`src/rtl/ps2_frame_rx.sv`:
```
// ps2_frame_rx: PS/2 device-to-host frame receiver.
// Synchronizes and de-glitches ps2c, samples ps2d on each filtered falling
// edge, and reassembles start / 8 data (LSB first) / odd parity / stop.
//
// Ports:
//   clk      in   system clock (>= 4x ps2c)
//   rst      in   synchronous active-high reset
//   ps2c     in   raw PS/2 clock (asynchronous)
//   ps2d     in   raw PS/2 data (asynchronous)
//   rx_data  out  last correctly received byte
//   rx_valid out  one-cycle pulse when rx_data is updated
//   rx_err   out  one-cycle pulse when a frame is rejected
//   err_code out  00 start, 01 parity, 10 stop, 11 timeout (valid with rx_err)
//   busy     out  high whenever the FSM is not idle
//
// state  | meaning
// IDLE   | waiting for a start bit
// DATA   | shifting in the 8 data bits
// PARITY | waiting for the parity bit
// STOP   | waiting for the stop bit, then judge the frame
module ps2_frame_rx #(
  parameter int FILTER_LEN     = 8,
  parameter int TIMEOUT_CYCLES = 100000,
  parameter int CHECK_STOP     = 1
) (
  input  logic       clk,
  input  logic       rst,
  input  logic       ps2c,
  input  logic       ps2d,
  output logic [7:0] rx_data,
  output logic       rx_valid,
  output logic       rx_err,
  output logic [1:0] err_code,
  output logic       busy
);

  localparam int FLT_W = $clog2(FILTER_LEN + 1);
  localparam int WD_W  = $clog2(TIMEOUT_CYCLES + 1);

  localparam logic [1:0] IDLE   = 2'd0;
  localparam logic [1:0] DATA   = 2'd1;
  localparam logic [1:0] PARITY = 2'd2;
  localparam logic [1:0] STOP   = 2'd3;

  logic             c_s1, c_s2, d_s1, d_s2;
  logic             ps2c_f;
  logic [FLT_W-1:0] flt_cnt;
  logic             fall;
  logic [1:0]       state;
  logic [2:0]       bit_cnt;
  logic [7:0]       shreg;
  logic             par;
  logic [WD_W-1:0]  wd_cnt;

  assign busy = (state != IDLE);

  always_ff @(posedge clk) begin
    if (rst) begin
      c_s1     <= 1'b1;
      c_s2     <= 1'b1;
      d_s1     <= 1'b1;
      d_s2     <= 1'b1;
      ps2c_f   <= 1'b1;
      flt_cnt  <= '0;
      fall     <= 1'b0;
      state    <= IDLE;
      bit_cnt  <= '0;
      shreg    <= '0;
      par      <= 1'b0;
      wd_cnt   <= '0;
      rx_data  <= '0;
      rx_valid <= 1'b0;
      rx_err   <= 1'b0;
      err_code <= '0;
    end else begin
      c_s1 <= ps2c;
      c_s2 <= c_s1;
      d_s1 <= ps2d;
      d_s2 <= d_s1;

      // Filtered clock follows only after FILTER_LEN consecutive disagreeing
      // cycles; fall is raised in the same cycle ps2c_f drops, so it lines up
      // with the data bit that was stable while the clock was settling.
      fall <= 1'b0;
      if (c_s2 != ps2c_f) begin
        if (flt_cnt == FLT_W'(FILTER_LEN - 1)) begin
          ps2c_f  <= c_s2;
          flt_cnt <= '0;
          fall    <= ~c_s2;
        end else begin
          flt_cnt <= flt_cnt + 1'b1;
        end
      end else begin
        flt_cnt <= '0;
      end

      rx_valid <= 1'b0;
      rx_err   <= 1'b0;

      if (state == IDLE) begin
        wd_cnt <= '0;
        if (fall) begin
          if (!d_s2) begin
            state   <= DATA;
            bit_cnt <= '0;
          end else begin
            rx_err   <= 1'b1;
            err_code <= 2'b00;
          end
        end
      end else if (fall) begin
        // A fall coinciding with watchdog expiry takes precedence.
        wd_cnt <= '0;
        case (state)
          DATA: begin
            shreg <= {d_s2, shreg[7:1]};
            if (bit_cnt == 3'd7) begin
              state <= PARITY;
            end else begin
              bit_cnt <= bit_cnt + 3'd1;
            end
          end
          PARITY: begin
            par   <= d_s2;
            state <= STOP;
          end
          default: begin
            state <= IDLE;
            if ((^{shreg, par}) == 1'b0) begin
              rx_err   <= 1'b1;
              err_code <= 2'b01;
            end else if ((CHECK_STOP != 0) && !d_s2) begin
              rx_err   <= 1'b1;
              err_code <= 2'b10;
            end else begin
              rx_data  <= shreg;
              rx_valid <= 1'b1;
            end
          end
        endcase
      end else if (wd_cnt == WD_W'(TIMEOUT_CYCLES)) begin
        wd_cnt   <= '0;
        state    <= IDLE;
        rx_err   <= 1'b1;
        err_code <= 2'b11;
      end else begin
        wd_cnt <= wd_cnt + 1'b1;
      end
    end
  end

endmodule

```
`config.mk`:
```
export PLATFORM = sky130hd
export DESIGN_NAME = ps2_frame_rx
export DESIGN_NICKNAME = d
export VERILOG_FILES = /design/src/rtl/ps2_frame_rx.sv
export SDC_FILE = /design/constraint.sdc
export NUM_CORES = 1
export LEC_CHECK = 0
export CAP_MARGIN = 30
export CORE_ASPECT_RATIO = 0.9
export CORE_MARGIN = 2
export CORE_UTILIZATION = 52
export DETAILED_ROUTE_END_ITERATION = 8
export GPL_ROUTABILITY_DRIVEN = 1
export PLACE_DENSITY = 0.73
export SKIP_CTS_REPAIR_TIMING = 1
export SLEW_MARGIN = 10
export SYNTH_ARGS = -nofsm -noshare
export SYNTH_HDL_FRONTEND = slang
export SYNTH_SLANG_ARGS = --single-unit
export TNS_END_PERCENT = 1
```
`constraint.sdc`:
```
create_clock -name clk -period 1.8 [get_ports clk]
set_clock_uncertainty 0.15 [all_clocks]
set_input_delay 0.36 -clock clk [delete_from_list [all_inputs] [get_ports clk]]
set_output_delay 0.36 -clock clk [all_outputs]
set_load 0.01 [all_outputs]
```
==> summary.md <==
| Metric | Value |
|---|---|
| Post-synth ARST share | `0` |
| Synth Flop Type | `dfxtp_1` |
| Placer Congestion | `0.772` |
| Avg Cell Area, Syn | `8.94 sq um` |
| Routed wire per std cell | `11.7 microns` |
| Fillers | `392` |
| Pins over their slew limit | `0` |
| CTS root buf | `clkbuf_8` |
| Min setup slack post-route | `-207 ps` |
| CP required | `1830 ps` |
| Port Buffer Count | `16` |
| Final Hold Fails | `0` |
| Power Total | `0.00184 W` |
| Worst path buffer plus inverter count | `0` |
| Total CTS buffers | `5` |
| Final Net Count | `322` |
| Type of the tightest min-delay check | `flip-flop to flip-flop` |
| Global-route wire length before repair | `7290 microns` |
| Ys Warns | `0` |
| Post-DRT Antenna Nets | `0` |
| Total core area | `0.00443 sq mm` |
| Worst setup EP type | `flip-flop` |
| Die ar. | `0.00513 sq mm` |
| Worst slew margin | `0.716` |
| Mapped Nets | `279` |
| Worst-path clk slew | `90 ps` |
| Max stage delay on crit path | `530 ps` |
| Grt met2 use | `0.302` |
| Crit Path Max Fanout | `5` |
| EDFF count, synth | `0` |
| Total I/O pin count | `17` |
| Layout area overhead | `23.7%` |
| Least-Margin Pin Slew | `425 ps` |
| CTS tree | `yes` |
| Fin crit share | `1.11` |
| Status | `finished with violations` |
| DR vias | `1,872` |
| DRC | `0` |
| Layout cell share with drive strength beyond 1 | `0.184` |
| Drt pass-1 iters | `4` |
| Worst flop-to-flop path startpoint | `wd_cnt[3]$_SDFF_PP0_` |
| Vias in the first global route | `1,666` |
| Vias per inst | `5.03` |
| Setup-failing EPs final | `29` |
| Placement Setup Slack | `-189 ps` |
| Synth top cells by count | `53 x dfxtp_1, 28 x nor2_1, 22 x nand2_1` |
| Pwr per Cell Area | `626 mW/mm^2` |
| Clock Sinks | `53` |
| Hold_sp | `d_s1$_SDFF_PP1_` |
| Die Span Y | `68.2 microns` |
| GR Layer Usage met3 | `0.0398` |
| Clk buf depth | `2` |
| Worst setup path start | `wd_cnt[3]$_SDFF_PP0_` |
| Area leader, netlist | `dfxtp_1` |
| Startpoint types | `flip-flop` |
| Largest net degree at the start of global routing | `35` |
| Crit path cell chain | `or4_4 -> nor4_4 -> a31oi_1 -> a211oi_1 -> a211oi_1` |
| Cell family with most CP delay | `simple AND/OR/NAND/NOR gates` |
| Failing checks | `setup timing` |
| 1st-iter DRT viols | `87` |
| Worst VDD drop | `0.000586 V` |
| Post-layout minimum cycle time | `2010 ps` |
| Crit path max-delay cell type | `or4_4` |
| Final hold slack | `263 ps` |
| Row cnt | `23` |
| Initial Util | `0.537` |
| # diodes | `0` |
| Seq cells post-synth | `53` |
| LEAKAGE | `1.06 nW` |
| Setup_tns | `-2830 ps` |
| Achievable Freq | `0.498 GHz` |
| Max cap viols | `0` |
| Clk Latency, worst-skew pair | `300 ps` |
| Cells after Synth | `266` |
| DP Area | `0.00284 sq mm` |
| Final wirelength | `4350 microns` |
| Busiest grt layer | `met2` |
| Sequential-to-total area share from yosys stat | `0.446` |
| Synth top area share | `0.446` |
| Arrival @ worst endpoint | `2040 ps` |
| Most used cell, CP | `a211oi_1` |
| DP HPWL | `3170 microns` |
| Gr usage total | `0.184` |
| Antenna violations before repair | `0` |
| GR Util met1 | `0.242` |
| Syn Std Cell Area | `0.00238 sq mm` |
| Post-synth cell types | `42` |
| Final instance area | `0.00294 sq mm` |
| Die X | `75.3 microns` |
| Remaining Overflow, GRT | `0` |
| Setup Crit Path Kind | `flip-flop to flip-flop` |
| CTS HTree Levels | `2` |
| RSZ-0062 raised after global routing | `yes` |
| Most common cell in the netlist | `dfxtp_1` |
| Top cells by area, synth | `dfxtp_1 45%, xnor2_1 4.8%, ha_1 4.7%` |
-- power breakdown --
part	total [W]	leakage [nW]	switching [W]	internal, W
Clock	0.000633	0.0450	0.000363	0.000270
Combinational	0.0000299	0.582	0.0000150	0.0000148
Sequential	0.00118	0.429	0.00000345	0.00118
Total	0.00184	1.06	0.000381	0.00146
-- cell families after synthesis --
group	count (synthesis)	share of synthesized area
buffers and inverters	27	0.0479
DFF	53	0.446
and+or+nand+nor	109	0.240
adders and majority gates	9	0.0473
xor gates and xnor gates	26	0.116
muxes	2	0.00842
AOI/OAI and AO/OA	40	0.0936
-- worst register-to-register path: cells and delay by family, from the launching register on --
family,cells,cell delay [ps]
AO/OA/AOI/OAI,3,500
flip-flops,1,350
AND/OR/NAND/NOR,2,890
-- registers in the layout (all words and copies together), names as in the netlist, 2 cells and up --
name	flops
err_code	2
flt_cnt	4
rx_data	8
bit_cnt	3
wd_cnt	17
state	2
shreg	8
-- metrics by stage --
| step | util | std cells |
|---|---|---|
| finish | 0.664 | 372 |
| global placement | 0.641 | 364 |
| detailed placement | 0.641 | 364 |
| global route | 0.664 | 372 |
| CTS | 0.660 | 372 |
| floorplan | - | 266 |
-- per-layer routing --
metal,routed length (microns),vias up
met4,40,0
met5,0,-
li1,-,985
met2,2140,20
met3,103,5
met1,2070,862
-- layout by cell type, fill, tap and decap left out, drive strengths merged, types with 3 or more instances in the layout --
master,n
a211oi,3
buf,32
or2,4
inv,15
nand2,23
or3,9
and3,3
nand3,16
clkbuf,6
o21ai,12
nor2,28
dfxtp,53
a21oi,21
xnor2,15
nor3,3
xor2,10
ha,9
clkdlybuf4s50,15
nand4,8
-- worst paths after layout --
kind | endpoint | slack, ps | cells after the start
max reg2reg | state[0]$_SDFFE_PP0P_ | -210 | 5
min reg2reg | d_s2$_SDFF_PP1_ | 260 | 1
max | state[0]$_SDFFE_PP0P_ | -210 | 5
min | d_s2$_SDFF_PP1_ | 260 | 1
-- area by class of cell --
cell class | instances | area [sq um] | share of cell area
timing repair buffer | 48 | 428 | 0.145
multi-input combinational | 186 | 1230 | 0.419
clock buffer | 6 | 72.6 | 0.0247
inverter | 15 | 56.3 | 0.0191
sequential | 53 | 1060 | 0.362
tap | 62 | 77.6 | 0.0264
clock inverter | 2 | 10.0 | 0.00340
Power figures use the tool's default switching activity.
